`config.mk`:
```
export PLATFORM = sky130hd
export DESIGN_NAME = load_store_unit_flat
export DESIGN_NICKNAME = d
export VERILOG_FILES = /design/src/rtl/lsu_pkg.sv /design/src/rtl/load_store_unit_if.sv /design/src/rtl/lsu_align.sv /design/src/rtl/load_store_unit.sv /design/src/flat_wrapper.sv
export SDC_FILE = /design/constraint.sdc
export NUM_CORES = 1
export LEC_CHECK = 0
export CORE_AREA = 2 2 128 130
export DETAILED_ROUTE_END_ITERATION = 12
export DIE_AREA = 0 0 130 132
export MAX_ROUTING_LAYER = met4
export PLACE_DENSITY = 0.74
export SLEW_MARGIN = 10
export SYNTH_ARGS = -nofsm -noshare
export SYNTH_HDL_FRONTEND = slang
export SYNTH_SLANG_ARGS = --single-unit
```
`constraint.sdc`:
```
create_clock -name clk -period 4.85 [get_ports clk]
set_input_delay 0.97 -clock clk [delete_from_list [all_inputs] [get_ports clk]]
set_output_delay 0.97 -clock clk [all_outputs]
set_load 0.05 [all_outputs]
```
`src/rtl/lsu_pkg.sv`:
```
// lsu_pkg: shared definitions for the load/store unit.
//   - funct3 encodings for memory accesses (RISC-V)
//   - FSM state enum
//   - lsu_misaligned / lsu_illegal request classification helpers
package lsu_pkg;

    localparam logic [2:0] F3_B  = 3'b000;
    localparam logic [2:0] F3_H  = 3'b001;
    localparam logic [2:0] F3_W  = 3'b010;
    localparam logic [2:0] F3_BU = 3'b100;
    localparam logic [2:0] F3_HU = 3'b101;

    typedef enum logic [1:0] {
        ST_IDLE = 2'd0,
        ST_RD   = 2'd1,
        ST_WB   = 2'd2,
        ST_WR   = 2'd3
    } lsu_state_e;

    // Halves need an even address, words a 4-byte aligned one.
    function automatic logic lsu_misaligned(input logic [2:0] funct3,
                                            input logic [1:0] addr_lo);
        logic mis;
        case (funct3)
            F3_H, F3_HU: mis = addr_lo[0];
            F3_W:        mis = (addr_lo != 2'b00);
            default:     mis = 1'b0;
        endcase
        return mis;
    endfunction

    // Unused encodings, and unsigned variants on a store, are illegal.
    function automatic logic lsu_illegal(input logic [2:0] funct3,
                                         input logic       write);
        logic ill;
        case (funct3)
            F3_B, F3_H, F3_W: ill = 1'b0;
            F3_BU, F3_HU:     ill = write;
            default:          ill = 1'b1;
        endcase
        return ill;
    endfunction

endpackage

```
`src/rtl/load_store_unit_if.sv`:
```
// load_store_unit_if: request/response port from the execute stage plus the
// word-addressed data-memory port.
//   slave  : view of the load/store unit (accepts requests, drives memory)
//   master : view of the environment (execute stage + data memory)
interface load_store_unit_if #(
    parameter int ADDR_W = 32,
    parameter int DATA_W = 32
);
    logic              req_valid;
    logic              req_ready;
    logic              req_write;
    logic [2:0]        req_funct3;
    logic [ADDR_W-1:0] req_addr;
    logic [DATA_W-1:0] req_wdata;
    logic              resp_valid;
    logic [DATA_W-1:0] resp_rdata;
    logic              resp_error;
    logic [ADDR_W-1:0] mem_addr;
    logic [DATA_W-1:0] mem_wdata;
    logic              mem_we;
    logic [DATA_W-1:0] mem_rdata;

    modport slave (
        input  req_valid, req_write, req_funct3, req_addr, req_wdata, mem_rdata,
        output req_ready, resp_valid, resp_rdata, resp_error,
               mem_addr, mem_wdata, mem_we
    );

    modport master (
        output req_valid, req_write, req_funct3, req_addr, req_wdata, mem_rdata,
        input  req_ready, resp_valid, resp_rdata, resp_error,
               mem_addr, mem_wdata, mem_we
    );
endinterface

```
`src/rtl/lsu_align.sv`:
```
// lsu_align: combinational data steering for the load/store unit.
//   i_funct3     access size/sign encoding
//   i_addr_lo    byte offset within the word
//   i_mem_rdata  word read from memory
//   i_store_data low-aligned store data
//   o_load_data  selected lane, sign/zero extended
//   o_merged     i_mem_rdata with the store lane replaced
module lsu_align
    import lsu_pkg::*;
(
    input  logic [2:0]  i_funct3,
    input  logic [1:0]  i_addr_lo,
    input  logic [31:0] i_mem_rdata,
    input  logic [31:0] i_store_data,
    output logic [31:0] o_load_data,
    output logic [31:0] o_merged
);
    logic [7:0]  w_byte;
    logic [15:0] w_half;

    // Pick the addressed byte and half-word lanes
    always_comb begin
        w_byte = 8'h00;
        case (i_addr_lo)
            2'b00:   w_byte = i_mem_rdata[7:0];
            2'b01:   w_byte = i_mem_rdata[15:8];
            2'b10:   w_byte = i_mem_rdata[23:16];
            2'b11:   w_byte = i_mem_rdata[31:24];
            default: w_byte = 8'h00;
        endcase
        if (i_addr_lo[1]) begin
            w_half = i_mem_rdata[31:16];
        end else begin
            w_half = i_mem_rdata[15:0];
        end
    end

    // Extend the selected lane for loads
    always_comb begin
        o_load_data = 32'h0000_0000;
        case (i_funct3)
            F3_B:    o_load_data = {{24{w_byte[7]}}, w_byte};
            F3_H:    o_load_data = {{16{w_half[15]}}, w_half};
            F3_W:    o_load_data = i_mem_rdata;
            F3_BU:   o_load_data = {24'h00_0000, w_byte};
            F3_HU:   o_load_data = {16'h0000, w_half};
            default: o_load_data = 32'h0000_0000;
        endcase
    end

    // Replace only the store lane, keeping the remaining bytes
    always_comb begin
        o_merged = i_mem_rdata;
        case (i_funct3)
            F3_B: begin
                case (i_addr_lo)
                    2'b00:   o_merged[7:0]   = i_store_data[7:0];
                    2'b01:   o_merged[15:8]  = i_store_data[7:0];
                    2'b10:   o_merged[23:16] = i_store_data[7:0];
                    2'b11:   o_merged[31:24] = i_store_data[7:0];
                    default: o_merged        = i_mem_rdata;
                endcase
            end
            F3_H: begin
                if (i_addr_lo[1]) begin
                    o_merged[31:16] = i_store_data[15:0];
                end else begin
                    o_merged[15:0]  = i_store_data[15:0];
                end
            end
            default: o_merged = i_store_data;
        endcase
    end
endmodule

```
`src/rtl/load_store_unit.sv`:
```
// load_store_unit: initiator side of the CPU data-memory port.
//   clk  rising-edge clock
//   rst  asynchronous active-high reset
//   bus  load_store_unit_if.slave: request/response from execute stage and
//        word-addressed single-port memory (1-cycle registered read, no byte
//        enables). Sub-word stores are done as read-modify-write.
module load_store_unit
    import lsu_pkg::*;
#(
    parameter int ADDR_W = 32,
    parameter int DATA_W = 32
) (
    input  logic             clk,
    input  logic             rst,
    load_store_unit_if.slave bus
);
    lsu_state_e        r_state;
    lsu_state_e        w_state_next;
    logic [ADDR_W-1:0] r_mem_addr;
    logic [1:0]        r_addr_lo;
    logic [2:0]        r_funct3;
    logic              r_write;
    logic [DATA_W-1:0] r_wdata;
    logic [DATA_W-1:0] r_mem_wdata;
    logic              r_mem_we;
    logic              r_resp_valid;
    logic              r_resp_error;
    logic [DATA_W-1:0] r_resp_rdata;
    logic              w_accept;
    logic              w_req_err;
    logic              w_is_sw;
    logic [31:0]       w_load_data;
    logic [31:0]       w_merged;

    assign w_accept  = bus.req_valid && (r_state == ST_IDLE);
    assign w_req_err = lsu_misaligned(bus.req_funct3, bus.req_addr[1:0]) ||
                       lsu_illegal(bus.req_funct3, bus.req_write);
    assign w_is_sw   = bus.req_write && (bus.req_funct3 == F3_W);

    lsu_align u_align (
        .i_funct3     (r_funct3),
        .i_addr_lo    (r_addr_lo),
        .i_mem_rdata  (bus.mem_rdata),
        .i_store_data (r_wdata),
        .o_load_data  (w_load_data),
        .o_merged     (w_merged)
    );

    // Next-state logic; errors answer straight from IDLE, full-word stores skip the read
    always_comb begin
        w_state_next = r_state;
        case (r_state)
            ST_IDLE: begin
                if (!w_accept) begin
                    w_state_next = ST_IDLE;
                end else if (w_req_err) begin
                    w_state_next = ST_IDLE;
                end else if (w_is_sw) begin
                    w_state_next = ST_WR;
                end else begin
                    w_state_next = ST_RD;
                end
            end
            ST_RD: w_state_next = ST_WB;
            ST_WB: begin
                if (r_write) begin
                    w_state_next = ST_WR;
                end else begin
                    w_state_next = ST_IDLE;
                end
            end
            ST_WR:   w_state_next = ST_IDLE;
            default: w_state_next = ST_IDLE;
        endcase
    end

    // State, request capture and registered outputs; mem_we clears asynchronously on reset
    always_ff @(posedge clk or posedge rst) begin
        if (rst) begin
            r_state      <= ST_IDLE;
            r_mem_addr   <= '0;
            r_addr_lo    <= 2'b00;
            r_funct3     <= 3'b000;
            r_write      <= 1'b0;
            r_wdata      <= '0;
            r_mem_wdata  <= '0;
            r_mem_we     <= 1'b0;
            r_resp_valid <= 1'b0;
            r_resp_error <= 1'b0;
            r_resp_rdata <= '0;
        end else begin
            r_state      <= w_state_next;
            r_mem_we     <= (w_state_next == ST_WR);
            r_resp_valid <= 1'b0;
            r_resp_error <= 1'b0;
            r_resp_rdata <= '0;
            if (w_accept) begin
                r_mem_addr <= {2'b00, bus.req_addr[ADDR_W-1:2]};
                r_addr_lo  <= bus.req_addr[1:0];
                r_funct3   <= bus.req_funct3;
                r_write    <= bus.req_write;
                r_wdata    <= bus.req_wdata;
                if (w_req_err) begin
                    r_resp_valid <= 1'b1;
                    r_resp_error <= 1'b1;
                end else if (w_is_sw) begin
                    r_mem_wdata <= bus.req_wdata;
                end else begin
                    r_mem_wdata <= r_mem_wdata;
                end
            end else if (r_state == ST_WB) begin
                if (r_write) begin
                    r_mem_wdata <= w_merged;
                end else begin
                    r_resp_valid <= 1'b1;
                    r_resp_rdata <= w_load_data;
                end
            end else if (r_state == ST_WR) begin
                r_resp_valid <= 1'b1;
            end else begin
                r_mem_wdata <= r_mem_wdata;
            end
        end
    end

    assign bus.req_ready  = (r_state == ST_IDLE);
    assign bus.resp_valid = r_resp_valid;
    assign bus.resp_error = r_resp_error;
    assign bus.resp_rdata = r_resp_rdata;
    assign bus.mem_addr   = r_mem_addr;
    assign bus.mem_wdata  = r_mem_wdata;
    assign bus.mem_we     = r_mem_we;
endmodule

```
`src/flat_wrapper.sv`:
```
// flat-port wrapper written by rule: the top's interface ports become plain ports
module load_store_unit_flat import lsu_pkg::*;
#(
    parameter int ADDR_W = 32,
    parameter int DATA_W = 32
)
  (clk, rst, bus_req_valid, bus_req_write, bus_req_funct3, bus_req_addr, bus_req_wdata, bus_mem_rdata, bus_req_ready, bus_resp_valid, bus_resp_rdata, bus_resp_error, bus_mem_addr, bus_mem_wdata, bus_mem_we);
  load_store_unit_if #(.ADDR_W(ADDR_W), .DATA_W(DATA_W)) bus_i ();
  input  logic clk;
  input  logic rst;
  input wire logic [$bits(bus_i.req_valid)-1:0] bus_req_valid;
  input wire logic [$bits(bus_i.req_write)-1:0] bus_req_write;
  input wire logic [$bits(bus_i.req_funct3)-1:0] bus_req_funct3;
  input wire logic [$bits(bus_i.req_addr)-1:0] bus_req_addr;
  input wire logic [$bits(bus_i.req_wdata)-1:0] bus_req_wdata;
  input wire logic [$bits(bus_i.mem_rdata)-1:0] bus_mem_rdata;
  output wire logic [$bits(bus_i.req_ready)-1:0] bus_req_ready;
  output wire logic [$bits(bus_i.resp_valid)-1:0] bus_resp_valid;
  output wire logic [$bits(bus_i.resp_rdata)-1:0] bus_resp_rdata;
  output wire logic [$bits(bus_i.resp_error)-1:0] bus_resp_error;
  output wire logic [$bits(bus_i.mem_addr)-1:0] bus_mem_addr;
  output wire logic [$bits(bus_i.mem_wdata)-1:0] bus_mem_wdata;
  output wire logic [$bits(bus_i.mem_we)-1:0] bus_mem_we;
  assign bus_i.req_valid = bus_req_valid;
  assign bus_i.req_write = bus_req_write;
  assign bus_i.req_funct3 = bus_req_funct3;
  assign bus_i.req_addr = bus_req_addr;
  assign bus_i.req_wdata = bus_req_wdata;
  assign bus_i.mem_rdata = bus_mem_rdata;
  assign bus_req_ready = bus_i.req_ready;
  assign bus_resp_valid = bus_i.resp_valid;
  assign bus_resp_rdata = bus_i.resp_rdata;
  assign bus_resp_error = bus_i.resp_error;
  assign bus_mem_addr = bus_i.mem_addr;
  assign bus_mem_wdata = bus_i.mem_wdata;
  assign bus_mem_we = bus_i.mem_we;
  load_store_unit #(.ADDR_W(ADDR_W), .DATA_W(DATA_W)) u_core (.clk(clk), .rst(rst), .bus(bus_i));
endmodule
```
======== After elaboration in Yosys (flattened, before gate mapping) ========
Index checks and enable logic that the tools add are counted.
cells by class
  shifts and indexed selects .............. 0
  bitwise gates (word level) .............. 0
  add/sub/neg operators ................... 0
  multipliers ............................. 0
  reductions and logical operators ........ 14
  divide/modulo/power cells ............... 0
  multiplexer cells ....................... 31
  equality and inequality tests ........... 17
  magnitude comparators ................... 0
operators by type and width
  cell                                                                   number
  32-bit two-way mux                                                     8
  32-bit case mux with 5 select lines                                    1
  32-bit case mux with 2 select lines                                    1
  16-bit two-way mux                                                     3
  8-bit two-way mux                                                      4
  8-bit case mux with 4 select lines                                     1
  3-bit equality test, second input constant                             4
  2-bit equality test, second input constant                             5
  2-bit two-way mux                                                      4
  2-bit case mux with 4 select lines                                     1
  3-bit by 1-bit equality test with 1-bit output, second input constant  2
  3-bit by 2-bit equality test with 1-bit output, second input constant  2
  3-bit zero test                                                        2
  1-bit two-way mux                                                      6
  2-bit nonzero test                                                     3
  2-bit by 1-bit equality test with 1-bit output, second input constant  2
  2-bit zero test                                                        2
  2-bit inequality test, second input constant                           2
  1-bit case mux with 2 select lines                                     2
  4-bit AND reduction                                                    1
  2-bit OR reduction                                                     2
  3-bit OR reduction                                                     1
  1-bit logical AND                                                      2
  1-bit logical OR                                                       1
word-level totals
  bits in read-only memories .............. 0
  bits in registers ....................... 137
  bits in latches ......................... 0
  memories ................................ 0
  memory bits (writable) .................. 0

======== Logic depth before layout (Yosys ltp) ========
Gate-level depths: netlist of run 1.
  depth after elaboration ................. 8
  depth in mapped cells ................... 8
  gate-level depth less buffers ........... 5

======== Hierarchy ========
From an unflattened synthesis of run 1, not the netlist that was laid out.
unflattened totals
  cell total of the unflattened synthesis .. 709
  area, all modules ....................... 6591.3 µm²
by module, submodules not included
  module           instances  cells each  area an instance (µm²)
  load_store_unit  1          484         5167.5
  lsu_align        1          225         1423.9

======== Worst setup path after synthesis of run 1 ========
No wires, ideal clock.
  path kind ............................... input-to-reg
  start ................................... input bus_req_addr[0]
  end ..................................... register u_core.r_mem_wdata[24] (netlist: u_core.bus.mem_wdata[24])
  arrival ................................. 2.532 ns
  stages on the path ...................... 5
  required time ........................... 4.725 ns
  setup time .............................. 0.125 ns
  path slack .............................. 2.194 ns
  cell sequence ........................... or4_4 -> o31ai_4 -> nand2_4 -> inv_2 -> mux2_2
between the ends
  longest elaborated chain between the ends .. 5
RTL lines
  item                                  line                    RTL
  from (decl)                           flat_wrapper.sv:14      input wire logic [$bits(bus_i.req_addr)-1:0] bus_req_addr;
  2-bit nonzero test                    lsu_pkg.sv:26           F3_W: mis = (addr_lo != 2'b00);
  1-bit case mux with 2 select lines *  lsu_pkg.sv:24           case (funct3)
  1-bit logical OR *                    load_store_unit.sv:36   assign w_req_err = lsu_misaligned(bus.req_funct3, bus.req_addr[1:0]) ||
  2-bit inequality test (no line) *     n/a
  4-bit AND reduction (no line) *       n/a
  to (signal assigned)                  load_store_unit.sv:107  r_mem_wdata <= bus.req_wdata;
  to (signal assigned)                  load_store_unit.sv:109  r_mem_wdata <= r_mem_wdata;
  to (signal assigned)                  load_store_unit.sv:113  r_mem_wdata <= w_merged;
  to (decl)                             load_store_unit.sv:24   logic [DATA_W-1:0] r_mem_wdata;
Mark *: on every way between the ends. The rest lies on a longest branch, timed or not.
A chain may end at the register's enable or synchronous reset.

======== Worst setup path after layout of run 1 ========
  start ................................... input bus_req_addr[0]
  end ..................................... register u_core.r_mem_wdata[28] (netlist: u_core.bus.mem_wdata[28])
Same word-level chain as after synthesis.

==> results of run 1 <==
critical path: stages:
cell	delay, ns
clkdlybuf4s50_1	0.47
or4_4	0.60
o31ai_4	0.51
nand2_4	0.24
inv_2	0.32
mux2_2	0.38
state kept, by name (all words and copies together) (netlist names):
signal / cells
u_core.r_funct3: 3
u_core.bus.resp_valid: 1
u_core.bus.mem_we: 1
u_core.bus.resp_rdata: 32
u_core.r_addr_lo: 2
u_core.r_write: 1
u_core.r_state: 2
u_core.bus.resp_error: 1
u_core.bus.mem_wdata: 32
u_core.bus.mem_addr: 30
u_core.r_wdata: 32
worst max-delay path by stage:
stage                     from                  endpoint  slack (ns)  depth (start not counted)
3_3_place_gp   bus_req_addr[0]  u_core.bus.mem_wdata[28]        1.29                          6
6_report       bus_req_addr[0]  u_core.bus.mem_wdata[28]        1.66                          6
2_1_floorplan              rst    u_core.bus.mem_addr[0]        0.21                          1
5_1_grt        bus_req_addr[0]  u_core.bus.mem_wdata[28]        1.56                          6
3_5_place_dp   bus_req_addr[0]  u_core.bus.mem_wdata[28]        1.23                          6
4_1_cts        bus_req_addr[0]  u_core.bus.mem_wdata[28]        1.66                          6
layout by cell type (no fill, tap or decap), types with 2 or more instances in the layout:
cell,count
a21oi_1,47
a2111oi_0,8
clkbuf_8,2
clkinvlp_4,3
clkdlybuf4s50_1,200
nand4_1,7
a21o_1,4
clkinv_2,2
o2bb2ai_1,6
nor3_1,2
nand2_1,234
nor2_1,22
mux2i_1,7
clkbuf_16,17
conb_1,2
buf_4,8
mux2_2,19
o211a_1,10
a31oi_1,8
a211oi_1,8
o211ai_1,13
o31ai_1,16
nand2b_1,3
bufinv_16,2
clkbuf_1,6
a32oi_1,2
nor3b_2,2
o21bai_1,2
and3_1,17
o22ai_1,2
a22oi_1,8
inv_1,4
o21ai_0,34
and4_1,8
a21boi_0,8
dfrtp_1,137
nand3_1,17
cell families (layout without fill, tap and decap cells):
group           Yosys count  after routing  share of synthesized area, %
flops                   137            137                          51.6
simple gates            322            322                          21.1
other cells               1              2                        0.0565
mux                      26             26                          4.28
buf+inv                  67            247                          4.24
compound gates          185            185                          18.7
cell usage after synthesis (3+ instances only):
cell       instances
nand2_1          234
dfrtp_1          137
a21oi_1           47
clkbuf_1          45
o21ai_0           34
nor2_1            22
mux2_2            19
and3_1            17
nand3_1           17
o31ai_1           16
o211ai_1          13
o211a_1           10
a2111oi_0          8
a211oi_1           8
a21boi_0           8
a22oi_1            8
a31oi_1            8
and4_1             8
buf_1              8
mux2i_1            7
nand4_1            7
o2bb2ai_1          6
inv_1              5
a21o_1             4
buf_2              4
nand2b_1           3
power breakdown:
group	switching, mW	internal [mW]
clock	0.481	0.782
sequential	0.428	1.63
combinational	2.52	1.26
total	3.43	3.67
through the flow:
| stage | power (mW) | hold slack [ns] | setup WS [ns] |
|---|---|---|---|
| 5_1_grt | 7.48 | 0.493 | 1.56 |
| 6_report | 7.10 | 0.469 | 1.66 |
| 3_5_place_dp | 5.82 | 0.462 | 1.23 |
| 2_1_floorplan | 4.56 | 0.438 | 0.212 |
| 3_3_place_gp | 5.76 | 0.451 | 1.29 |
| 4_1_cts | 7.10 | 0.476 | 1.66 |
final cells by class:
type                       count  area, µm²
tap                          216        270
fill                        1359       6390
clock buffer                  25        475
timing repair buffer         209       2080
multi-input combinational    535       2940
inverter                       6       27.5
clock inverter                 7       92.6
sequential                   137       3430
layer usage:
metal / up-vias / track usage, %
met5: - / -
met3: 35 / 6.21
met1: 2999 / 34.8
met2: 319 / 39.4
met4: 0 / 7.05
li1: 2906 / -
==> impl_metrics.csv, run 1 <==
group,metric,value,unit
clock_network,post_cts_resize_count,0,
global_route,grt_pass1_vias,6133,
sta,worst_pin_slew,1.02,ns
logic_synthesis,synth_edf_count,0,
outcome,status,"complete, no violations",
worst_hold_path,hold_end,"u_core.bus.mem_addr[17]",
place,portBuffers,200,
routing,postRouteWirelength,21400,µm
place,dpl_cell_area,8750,µm²
power_and_ir_drop,p_per_area,762,nW/µm²
global_route,antenna_found_initial,0,
worst_setup_path,crit_arrival,3.49,ns
sta,drv_slew,0,
routing,vias,6259,
sta,hold_viol,0,
die,fp.dieArea,17200,µm²
finish,instances_no_fill,1135,
worst_hold_path,hold_path.class,"reg -> reg",
routing,wl_met3,1760,µm
power_and_ir_drop,ir_drop,501,µV
finish,fin_util,59.3,%
global_route,grt_overflow,0,
routing,drt-pass1-iter-count,8,
routing,drc,0,
logic_synthesis,synth_cell_types,55,
sta,min_period,3.19,ns
logic_synthesis,synth.area.top_cells,"dfrtp_1, nand2_1, a21oi_1",
die,initial_core_util,42.2,%
logic_synthesis,ys_warn_count,0,
worst_setup_path,critPathRequiredTime,5.16,ns
clock_network,cts_buffers,17,
clock_network,cts_setup_buffers,0,
sta,fmax,314,MHz
finish,layout-drive-gt1-share,7.18,%
finish,design_area,9320,µm²
logic_synthesis,avgSynthCellArea,8.99,µm²
routing,ant_nets,0,
logic_synthesis,synthDominantCellAreaShare,51.6,%
sta,slew_headroom,31.5,%
clock_network,cts_hold_buf,0,
clock_network,clk_path_buf_depth,2,
global_route,grt_max_degree,89,
worst_hold_path,hold_depth,2,
die,die_h,132,µm
worst_setup_path,worst_r2r_endpoint,"u_core.bus.mem_wdata[18]",
place,place_inst,1103,
worst_setup_path,r2r-start,"u_core.r_state[0]",
routing,post_drt_wl_per_cell,18.8,µm
clock_network,clk_pin_slew,0.06,ns
power_and_ir_drop,p_leak,4.20,nW
logic_synthesis,synth_flop_cell,"dfrtp_1",
place,place_congestion,0.989,
logic_synthesis,syn_area,6640,µm²
global_route,grt_pass1_wl,33300,µm
finish,antennaDiodeCount,0,
logic_synthesis,synth_largest_area_cell,"dfrtp_1",
worst_setup_path,cp_max_fo,17,
routing,top_layer,"met4",
logic_synthesis,synth_cells,738,
clock_network,ctsRootBufferMaster,"clkbuf_16",
global_route,grtUsageTotal,25.9,%
worst_setup_path,start_kind,"input port",
sta,post-route-period-util,65.7,%
flow_run,max-cap-violations,0,
routing,via_per_inst,5.51,
die,core,15700,µm²
worst_setup_path,path_class,"in -> reg",
logic_synthesis,ys_ff_latch,137,
routing,drt_iter0_drc,606,
sta,clock_skew,0.0104,ns
worst_setup_path,endpoint_kind,"flip-flop",
die,rows,46,
worst_setup_path,reg2reg_slack,2.25,ns
sta,finalSetupTns,0,ns
clock_network,clock_sinks,137,
sta,grt_setup_unrepaired,"no",
die,die_width,130,µm
logic_synthesis,ys_seq_area_share,51.6,%
finish,syn_to_final_growth,40.4,%
routing,dr_wl_met2,10100,µm
worst_hold_path,min_from,"u_core.bus.mem_addr[17]",
clock_network,htree_levels,4,
logic_synthesis,async_reset_ff_share,100,%
die,top_level_ports,203,
place,dp_hpwl,14900,µm
clock_network,clk_latency,0.42,ns
routing,met1_length,9090,µm
clock_network,cts_tree,"built",
sta,setup_viol,0,
worst_setup_path,r2r_cells,5,
finish,layout.nets,1009,
Power figures use the tool's default switching activity.
==> run 2, diff against run 1 <==
==> constraint.sdc (replaced) <==
create_clock -name clk -period 2.8 [get_ports clk]
set_input_delay 0.56 -clock clk [delete_from_list [all_inputs] [get_ports clk]]
set_output_delay 0.56 -clock clk [all_outputs]
set_load 0.05 [all_outputs]
==> impl_metrics.csv, run 2 (same netlist as run 1, synthesis figures left out) <==
group,metric,value,unit
flow_run,max-cap-violations,0,
clock_network,ctsRootBufferMaster,"clkbuf_16",
die,rows,46,
finish,final_cell_mix,"nand2_1, clkdlybuf4s50_1, dfrtp_1",
worst_setup_path,crit_cells,2,
sta,grt_setup_unrepaired,"no",
routing,via_per_inst,5.57,
routing,postRouteWirelength,21800,µm
clock_network,htree_levels,4,
die,core,15700,µm²
routing,vias,6402,
place,portBuffers,200,
outcome,status,"complete, no violations",
clock_network,cts_hold_buf,0,
clock_network,cts_buffers,17,
sta,drv_slew,0,
global_route,grt_max_degree,81,
routing,ant_nets,0,
clock_network,clk_path_buf_depth,2,
finish,final_common_cell,"nand2_1",
sta,hold_viol,0,
worst_setup_path,reg2reg_slack,0.46,ns
global_route,grt_overflow,0,
sta,setup_viol,0,
clock_network,clk_latency,0.42,ns
worst_setup_path,path_class,"reg -> out",
clock_network,clock_sinks,137,
sta,min_period,2.72,ns
finish,layout.nets,1023,
die,initial_core_util,42.2,%
global_route,grtUsageTotal,26.8,%
sta,worst_pin_slew,0.785,ns
worst_setup_path,crit_chain,"nor2_1 -> clkdlybuf4s50_1",
clock_network,post_cts_resize_count,0,
power_and_ir_drop,p_leak,4.29,nW
power_and_ir_drop,ir_drop,929,µV
worst_setup_path,r2r-start,"u_core.r_funct3[0]",
worst_setup_path,worst_r2r_endpoint,"u_core.bus.mem_wdata[1]",
finish,layout-drive-gt1-share,9.11,%
place,pre_cts_ws,0.113,ns
power_and_ir_drop,power.internal,6.45,mW
worst_setup_path,start_kind,"flip-flop",
routing,post_drt_wl_per_cell,19.0,µm
worst_setup_path,slowest_stage,"clkdlybuf4s50_1",
place,place_congestion,0.934,
power_and_ir_drop,seqPwrFrac,28.5,%
die,die_h,132,µm
power_and_ir_drop,comb_power_share,54.1,%
worst_setup_path,critPathRequiredTime,2.24,ns
sta,finalSetupTns,0,ns
routing,drt-pass1-iter-count,7,
worst_setup_path,critical_path.top_delay_family,"buffers and inverters",
clock_network,cts_tree,"built",
power_and_ir_drop,switching_share,48.4,%
clock_network,cts_setup_buffers,0,
sta,fmax,367,MHz
power_and_ir_drop,p_per_area,1320,nW/µm²
sta,slew_headroom,47.1,%
power_and_ir_drop,clockPowerShare,17.4,%
die,die_width,130,µm
place,dp_hpwl,15400,µm
global_route,grt_pass1_wl,34500,µm
routing,drc,0,
worst_setup_path,endpoint_kind,"output pin",
clock_network,clk_pin_slew,0.06,ns
routing,drt_iter0_drc,563,
worst_setup_path,r2r_cells,5,
global_route,antenna_found_initial,0,
worst_hold_path,hold_path.class,"in -> async",
worst_setup_path,cp_max_fo,21,
global_route,grt_pass1_vias,6360,
worst_setup_path,crit_start,"u_core.r_state[0]",
die,fp.dieArea,17200,µm²
die,top_level_ports,203,
worst_setup_path,slowest_delay,0.85,ns
worst_setup_path,crit_arrival,2.16,ns
worst_setup_path,cp-endpoint,"bus_req_ready",
sta,clock_skew,0.00754,ns
worst_setup_path,cp_num_buf_inv,1,
sta,setup_ws,0.0781,ns
sta,post-route-period-util,97.2,%
finish,syn_to_final_growth,42.7,%
finish,antennaDiodeCount,0,
power_and_ir_drop,p_sw,6.03,mW
run 2: cell types whose count changed in the layout (fill, tap and decap cells not counted):
cell        delta
buf_12         +3
buf_4         +11
bufinv_16      -1
clkbuf_1       -5
clkbuf_8       +2
clkinv_2       +1
clkinv_4       +3
clkinvlp_4     +1
inv_6          -1
run 2: area by class of cell:
class | instances | area (µm²)
flip-flops and latches | 137 | 3430
clock buffers | 22 | 484
inverters | 6 | 26.3
multi-input cells | 535 | 2940
clock inverters | 10 | 93.8
fillers | 1323 | 6240
well taps | 216 | 270
repair buffers | 223 | 2220
run 2: routing by layer:
layer,wire length (µm),global-route usage [%],up-vias
met5,0,-,-
met4,638,9.44,0
li1,-,-,2931
met2,9840,38.9,370
met3,2180,6.70,47
met1,9160,36.6,3054
run 2: how the worst min path moves through the flow:
stage	from	endpoint	slack (ns)	cells after the start
finish	rst	u_core.bus.mem_addr[11]	0.42	2
global route	rst	u_core.bus.mem_addr[11]	0.44	2
CTS	rst	u_core.bus.mem_addr[11]	0.42	2
detailed placement	u_core.bus.mem_addr[19]	u_core.bus.mem_addr[19]	0.46	2
floorplan	u_core.r_wdata[24]	u_core.r_wdata[24]	0.44	2
global placement	u_core.bus.mem_addr[26]	u_core.bus.mem_addr[26]	0.46	2
run 2: power groups by stage:
stage	clock network, mW	registers, mW	logic (mW)
2_1_floorplan	0	5.19	2.71
3_3_place_gp	0	3.54	6.61
3_5_place_dp	0	3.55	6.72
4_1_cts	2.19	3.54	6.75
5_1_grt	2.29	3.65	7.23
6_report	2.17	3.55	6.76
run 2: per-stage QoR:
stage | hold slack (ns) | cell area [µm²] | std cells | util, % | power [mW]
2_1_floorplan | 0.438 | 6650 | 739 | - | 7.90
3_5_place_dp | 0.462 | 8890 | 1117 | 56.6 | 10.3
6_report | 0.422 | 9470 | 1149 | 60.3 | 12.5
5_1_grt | 0.442 | 9470 | 1149 | 60.3 | 13.2
4_1_cts | 0.419 | 9470 | 1149 | 60.3 | 12.5
3_3_place_gp | 0.457 | 8890 | 1117 | 56.6 | 10.2
run 2: worst register-to-register path, stage by stage (launching register included):
cell and delay [ns]:
dfrtp_1 0.69, nor2b_2 0.13, buf_4 0.24, o21ai_0 0.65
a211oi_1 0.25, o31ai_1 0.29
==> patch, RTL diff (settings of run 1) <==
Re-encode `lsu_state_e` (4 states) as one-hot, 4 bits wide.
--- a/src/rtl/lsu_pkg.sv
+++ b/src/rtl/lsu_pkg.sv
@@ -12,7 +12,7 @@
 
-    typedef enum logic [1:0] {
-        ST_IDLE = 2'd0,
-        ST_RD   = 2'd1,
-        ST_WB   = 2'd2,
-        ST_WR   = 2'd3
+    typedef enum logic [3:0] {
+        ST_IDLE = 4'b0001,
+        ST_RD   = 4'b0010,
+        ST_WB   = 4'b0100,
+        ST_WR   = 4'b1000
     } lsu_state_e;
Check against the original RTL: no difference found for any inputs over 4 cycles, from zero or initial values and one cycle with rst high; so few cycles prove little.
==> patch against run 1 <==
- synthesized area decreased by 1.3%
- die area did not move
- setup slack better by 0.025 ns
- design area down 1.0%
- sequential cell count rose by 2
- maximum frequency is 0.81% higher
- wire length fell by 7.2%
- critical endpoint is now bus_req_ready
Power is not compared: it rests on default switching activity, and its combinational part moved more than twofold at a synthesized area within 25%.
==> patch: results (changes against run 1) <==
status:
  status: "finished clean"
global_routing:
  grt_max_degree: 81  # -9.0%
  grt_pass1_wl_um: 31100  # -6.6%
  track_usage_pct: 24.0  # -1.9 points
  met1_usage_pct: 31.3  # -3.5 points
  met3_usage_pct: 6.05  # -0.16 points
  grt_pass1_vias: 5840  # -4.8%
finish:
  nNonClkInverters: 28  # +22
  clk_share_pct: 6.53  # +0.43 points
  nMultiInputCombCells: 509  # -4.9%
  sh_seq_area_pct: 37.7  # +0.94 points
  multi_input_area_um2: 2710  # -8.0%
  n_all_buffers: 207  # -0.96%
  buf_share_pct: 22.3  # -0.068 points
  fin_nets: 1005  # -0.40%
  drive_above_1_share_pct: 6.78  # -0.41 points
  clkbuf_count: 26  # +4.0%
drt:
  dr.pass1.iters: 5  # -3
  routed-wl-met2_um: 9400  # -7.0%
  wl_met1_um: 8550  # -5.9%
  drtIter0Drc: 486  # -20%
  wirelength_um: 19800  # -7.2%
  wl_met3_um: 1450  # -18%
  via_count: 5986  # -4.4%
yosys:
  ys_top_cells_by_area: "dfrtp_1, nand2_1, a21oi_1"
  syn_inst: 728  # -1.4%
  synth-seq-area-share_pct: 53.1  # +1.4 points
  synth_area_um2: 6550  # -1.3%
  synth.ff_latch_count: 139  # +1.5%
  ys_top_cells_by_count: "nand2_1, dfrtp_1, a21oi_1"
setup_path:
  cp_max_fo: 5  # -12
  critPathArrivalTime_ns: 2.19  # -1.30 ns
placement:
  place_congestion: 0.885  # -10%
  dpl_cell_area_um2: 8620  # -1.5%
  dp.cells: 1099  # -0.36%
power:
  total_power_mw: 4.19
==> patch: path summary, 6_finish.rpt <==
check / start / to / slack, ns / depth (start not counted)
max reg2reg: u_core.r_state[0] / u_core.bus.mem_wdata[3] / 1.88 / 5
min in group asynchronous: rst / u_core.bus.mem_addr[21] / 1.04 / 2
max in group asynchronous: rst / u_core.bus.resp_rdata[24] / 2.88 / 3
min: u_core.bus.mem_addr[2] / u_core.bus.mem_addr[2] / 0.47 / 2
max: u_core.r_state[0] / bus_req_ready / 1.69 / 2
min reg2reg: u_core.bus.mem_addr[2] / u_core.bus.mem_addr[2] / 0.47 / 2
==> patch: cells by family after synthesis <==
family	share of synthesized area, %
AO/OA/AOI/OAI	20.0
XOR/XNOR	0.134
buffers and inverters	5.73
flip-flops	53.1
multiplexers	3.55
other	0.0572
AND/OR/NAND/NOR	17.5
==> patch: critical path, stage by stage, from the launching register on <==
cell and delay (ns):
dfstp_2 0.57, nor4b_4 0.33, clkdlybuf4s50_1 0.87
